**config.mk**
```make
export PLATFORM = sky130hd
export DESIGN_NAME = fifo_flow_ctrl
export DESIGN_NICKNAME = d
export VERILOG_FILES = /design/src/rtl/fifo_flow_ctrl.sv
export SDC_FILE = /design/constraint.sdc
export NUM_CORES = 1
export LEC_CHECK = 0
export ABC_CLOCK_PERIOD_IN_PS = 3030
export BUFFER_PORTS_ARGS = -buffer_cell sky130_fd_sc_hd__buf_2
export CAP_MARGIN = 20
export CORE_ASPECT_RATIO = 1.75
export CORE_MARGIN = 2
export CORE_UTILIZATION = 53
export DETAILED_ROUTE_END_ITERATION = 10
export GPL_TIMING_DRIVEN = 0
export PLACE_DENSITY = 0.76
export SYNTH_ARGS = -nofsm -noshare
export SYNTH_HDL_FRONTEND = slang
export SYNTH_SLANG_ARGS = --single-unit
export TNS_END_PERCENT = 100
```
**constraint.sdc**
```tcl
create_clock -name clk -period 3.03 [get_ports clk]
set_input_delay 0.4545 -clock clk [delete_from_list [all_inputs] [get_ports clk]]
set_output_delay 0.4545 -clock clk [all_outputs]
set_load 0.02 [all_outputs]
```
**src/rtl/fifo_flow_ctrl.sv**
```systemverilog
// fifo_flow_ctrl: synchronous FIFO with occupancy count, almost-full/almost-empty
// thresholds, a hysteretic pause back-pressure output and sticky error flags.
// Ports:
//   clk, reset (async, active-low)
//   Fifo_wr / Fifo_rd / Fifo_Data_in                : write/read requests and write data
//   umbral_alto / umbral_bajo                       : pause assert / release thresholds
//   Fifo_Data_out / Fifo_valid                      : registered read data, one-cycle valid
//   fifo_count, fifo_empty, fifo_full               : occupancy and its flags
//   almost_full, almost_empty                       : threshold compares on fifo_count
//   pause                                           : advisory back-pressure to the writer
//   error_overflow / error_underflow                : sticky until reset
module fifo_flow_ctrl #(
   parameter int unsigned BITNUMBER = 8,
   parameter int unsigned LENGTH    = 8,
   parameter int unsigned ADDR      = $clog2(LENGTH)
) (
   input  logic                 clk,
   input  logic                 reset,
   input  logic                 Fifo_wr,
   input  logic                 Fifo_rd,
   input  logic [BITNUMBER-1:0] Fifo_Data_in,
   input  logic [ADDR:0]        umbral_alto,
   input  logic [ADDR:0]        umbral_bajo,
   output logic [BITNUMBER-1:0] Fifo_Data_out,
   output logic                 Fifo_valid,
   output logic [ADDR:0]        fifo_count,
   output logic                 fifo_empty,
   output logic                 fifo_full,
   output logic                 almost_full,
   output logic                 almost_empty,
   output logic                 pause,
   output logic                 error_overflow,
   output logic                 error_underflow
);

   localparam int unsigned CW = ADDR + 1;

   typedef enum logic {ST_RUN = 1'b0, ST_PAUSE = 1'b1} pause_state_t;

   logic [BITNUMBER-1:0] mem [LENGTH];
   logic [ADDR-1:0]      wr_ptr;
   logic [ADDR-1:0]      rd_ptr;
   logic                 wr_acc;
   logic                 rd_acc;
   logic [ADDR:0]        count_next;
   pause_state_t         state;
   pause_state_t         state_next;

   // Status flags decode the registered count
   assign fifo_empty   = (fifo_count == '0);
   assign fifo_full    = (fifo_count == CW'(LENGTH));
   assign almost_full  = (fifo_count >= umbral_alto);
   assign almost_empty = (fifo_count <= umbral_bajo);
   assign pause        = (state == ST_PAUSE);

   // A write into a full FIFO is allowed when a read frees a slot in the same cycle
   assign wr_acc     = Fifo_wr && (!fifo_full || Fifo_rd);
   assign rd_acc     = Fifo_rd && !fifo_empty;
   assign count_next = fifo_count + CW'(wr_acc) - CW'(rd_acc);

   // Storage array; contents survive reset
   always_ff @(posedge clk) begin
      if (wr_acc) begin
         mem[wr_ptr] <= Fifo_Data_in;
      end
   end

   // Pointers, count, read data and sticky errors
   always_ff @(posedge clk or negedge reset) begin
      if (!reset) begin
         wr_ptr          <= '0;
         rd_ptr          <= '0;
         fifo_count      <= '0;
         Fifo_Data_out   <= '0;
         Fifo_valid      <= 1'b0;
         error_overflow  <= 1'b0;
         error_underflow <= 1'b0;
      end else begin
         fifo_count <= count_next;
         Fifo_valid <= rd_acc;
         if (wr_acc) begin
            wr_ptr <= wr_ptr + ADDR'(1);
         end
         if (rd_acc) begin
            rd_ptr        <= rd_ptr + ADDR'(1);
            Fifo_Data_out <= mem[rd_ptr];
         end
         if (Fifo_wr && !wr_acc) begin
            error_overflow <= 1'b1;
         end
         if (Fifo_rd && !rd_acc) begin
            error_underflow <= 1'b1;
         end
      end
   end

   // Pause state register
   always_ff @(posedge clk or negedge reset) begin
      if (!reset) begin
         state <= ST_RUN;
      end else begin
         state <= state_next;
      end
   end

   // Pause next-state: hysteresis between thresholds, plain compare when they overlap
   always_comb begin
      state_next = state;
      if (umbral_bajo >= umbral_alto) begin
         state_next = (count_next >= umbral_alto) ? ST_PAUSE : ST_RUN;
      end else begin
         case (state)
            ST_RUN:   if (count_next >= umbral_alto) state_next = ST_PAUSE;
            ST_PAUSE: if (count_next <= umbral_bajo) state_next = ST_RUN;
            default:  state_next = ST_RUN;
         endcase
      end
   end

endmodule

```
==> impl_results.md <==
- Num rows: 41
- Worst hold path type: input pin to async pin
- Most common cell in the netlist: edfxtp_1
- Flops & latches, synth: 86
- Worst reg2reg path startpoint: fifo_count[2]
- Top-area cell type share of the netlist area: 0.4952
- Crit path max-delay cell type: fa_2
- CP max FO: 3
- CTS max path bufs: 2
- Crit-path max cell delay: 0.54 ns
- Fmax: 0.3322 GHz
- Critical path's most frequent cell: ha_4
- Largest area contributor in the netlist: edfxtp_1
- Ports: 40
- GR Util met2: 0.3622
- Worst slack, placed: -0.5394 ns
- Drc violations: 0
- Post-synth ARST share: 0.2558
- Final Wtd Congestion: 0.7666
- Clock transition at path regs: 0.06 ns
- Hold Buf Count CTS: 0
- Top FF cell, synth: edfxtp_1
- Synth Instances: 241
- Crit start category: flop
- CTS sink cnt: 86
- Outcome: finished, final reports clean
- Post-route ant nets: 0
- CTS tree: done
- Rel. slew slack: 0.4136
- Final Skew: 0.004501 ns
- PwrDens: 1028 mW/mm^2
- Final Instance Area: 0.004735 sq mm
- R2R Setup Slk: 0.02 ns
- Met3 GRT Util: 0.04398
- Synthesis-to-layout area growth: 21.99%
- Latest clock arrival within the worst-skew pair: 0.33 ns
- Initial antenna violation count: 0
- Share of the yosys chip area belonging to registers: 0.6370
- Part of the cycle the worst path needs: 0.9934
- DP Wirelength: 5.101 mm
- R2r endpoint: pause
- Setup TNS: 0 ns
- Crit path DAT: 3.23 ns
- Met1 global-route usage: 0.2099
- Leakage: 0.001938 uW
- Die ar.: 0.008051 sq mm
- Vias per inst: 5.525
- Post-synth EDFFs: 64
- Die Y: 117.2 microns
- Worst-path cell chain: inv_4 -> ha_4 -> nor3b_4 -> nand2b_4 -> inv_4 -> ha_4 -> inv_2 -> ha_4 -> inv_2 -> fa_2 -> inv_4 -> ha_4 -> nor2b_4 -> o211ai_1 -> a21oi_1 -> mux2_4
- Final core occ: 0.6640
- Mapped Area: 0.003881 sq mm
- Post-layout min period: 3.010 ns
- WP depth: 16
- Final-report setup violation count: 0
- WL final: 7.035 mm
- First-pass GRT wire length: 10.85 mm
- Reg2reg path depth: 16
- Worst-Margin Slew: 0.8763 ns
- Fin. max-slew vios: 0
- Worst Path Required: 3.25 ns
- Crit path kind: flop to flop
- Placement Cell Area: 0.004304 sq mm
- Yosys warnings: 0
- Critical path's top delay family: adder cells
- Die W: 68.69 microns
- Hold Vio Cnt, Final: 0
- Power Total: 4869 uW
- Initial core utilization: 0.5443
- VDD IR max: 0.6277 mV
- Grt ovf: 0
- Port bufs: 39
- Commonest cells in the netlist: 64 x edfxtp_1, 28 x ha_1, 22 x dfrtp_1, 18 x inv_1, 18 x nand2_1
- Unrepaired setup endpoints after global routing: true
- Final worst setup slack: 0.01986 ns
- Max Cap Viol: 0
- Net count, final: 354
- Largest net degree at the start of global routing: 23
- Vias in the first global route: 2147
- CTS Buf Count: 9
- Total nets after synthesis: 290
- Share of post-route cells with drive strength above 1: 0.3548
- Bufs and invs on worst path: 5
- Syn avg cell area: 16.10 sq um
- Post-DR wirelength/cell: 17.77 microns
- # fillers: 505
- H-tree depth: 3
- CTS root buffer: clkbuf_16
- GRT Overall Usage: 0.1978
- Critical Path Sink Type: flop
- Drt first pass iters: 4
- Global routing's busiest layer: met2
- Core area: 0.007131 sq mm
- DR iter-0 viols: 63
- Dominant cells by area after synthesis: edfxtp_1 50%, dfrtp_1 14%, ha_1 9.0%, mux4_2 5.2%, mux4_1 4.7%
- Via count: 2188
- Diodes inserted: 0
- Synth unique cells: 37
-- cells in the final DEF (no fill, tap or decap), types with 4 or more instances in the layout --
| cell | netlist | final |
|---|---|---|
| mux4_2 | 9 | 9 |
| ha_4 | 0 | 6 |
| ha_1 | 28 | 22 |
| nand2b_1 | 6 | 5 |
| nor3_1 | 5 | 5 |
| inv_1 | 18 | 12 |
| a21oi_1 | 5 | 4 |
| dfrtp_1 | 22 | 19 |
| mux2i_1 | 8 | 8 |
| buf_4 | 3 | 16 |
| nand2_1 | 18 | 18 |
| mux4_1 | 7 | 7 |
| clkbuf_16 | 0 | 9 |
| a21o_1 | 6 | 6 |
| buf_2 | 1 | 41 |
| xnor2_1 | 5 | 4 |
| edfxtp_1 | 64 | 64 |
| clkinv_1 | 1 | 4 |
| o21ai_1 | 8 | 8 |
-- cell type report --
| cell class | count | area (sq um) | area share |
|---|---|---|---|
| buffer | 6 | 56.30 | 0.01189 |
| clock inverter | 7 | 55.05 | 0.01163 |
| sequential | 86 | 2476 | 0.5230 |
| clock buffer | 9 | 225.2 | 0.04757 |
| tap | 86 | 107.6 | 0.02273 |
| inverter | 19 | 80.08 | 0.01691 |
| multi-input combinational | 129 | 1429 | 0.3018 |
| timing repair buffer | 54 | 305.3 | 0.06448 |
-- worst register-to-register path: cells and delay by family, from the launching register on --
| kind | cells | cell delay, ns |
|---|---|---|
| AO/OA/AOI/OAI | 2 | 0.23 |
| adder cells (fa/ha/maj) | 5 | 1.22 |
| buffers and inverters | 5 | 0.27 |
| flip-flops | 1 | 0.42 |
| multiplexers | 1 | 0.27 |
| AND/OR/NAND/NOR | 3 | 0.46 |
-- cells by family after synthesis --
group                      share of synthesized area
AOI/OAI and AO/OA                            0.04191
xor gates and xnor gates                     0.01354
adders and majority gates                    0.09542
buffers and inverters                        0.03481
DFF                                           0.6370
muxes                                         0.1231
and+or+nand+nor                              0.05416
-- through the flow --
stage	std cells	hold WS, ns
final	396	0.07890
after global routing	396	0.1145
after CTS	395	0.08644
after detailed placement	371	0.4466
after global placement	366	0.4327
after floorplan	241	0.1589
-- worst max-delay path by stage --
stage / from / to / slack, ns
after floorplan: fifo_count[2] / pause / -0.21
after global placement: fifo_count[2] / pause / -0.49
after detailed placement: fifo_count[2] / pause / -0.54
after CTS: fifo_count[2] / pause / 0.007
after global routing: fifo_count[2] / pause / -0.10
final: fifo_count[2] / pause / 0.02
-- report_power, final --
group	switching [uW]	total [uW]	internal, uW	leakage (uW)
clock network	396	1020	623	0.000139
logic	1080	2110	1030	0.000960
registers	180	1740	1560	0.000839
total	1660	4870	3210	0.00194
-- timing repair --
item,CTS,global route
gates resized for setup,15,1
endpoints found under the setup margin,1,1
setup buffers,9,1
pin swaps,11,0
-- routing by layer --
metal	vias to the layer above	share of wire	routed length, microns
met1	1089	0.37	2571
li1	1038	-	-
met3	10	0.034	242
met5	-	0	0
met2	51	0.58	4075
met4	0	0.021	145
-- registers in the layout, indices dropped and copies added (netlist names) --
signal           cells
mem                 64
Fifo_Data_out        8
fifo_count           4
rd_ptr               3
wr_ptr               3
Fifo_valid           1
error_overflow       1
error_underflow      1
pause                1
(Power assumes the default switching activity.)
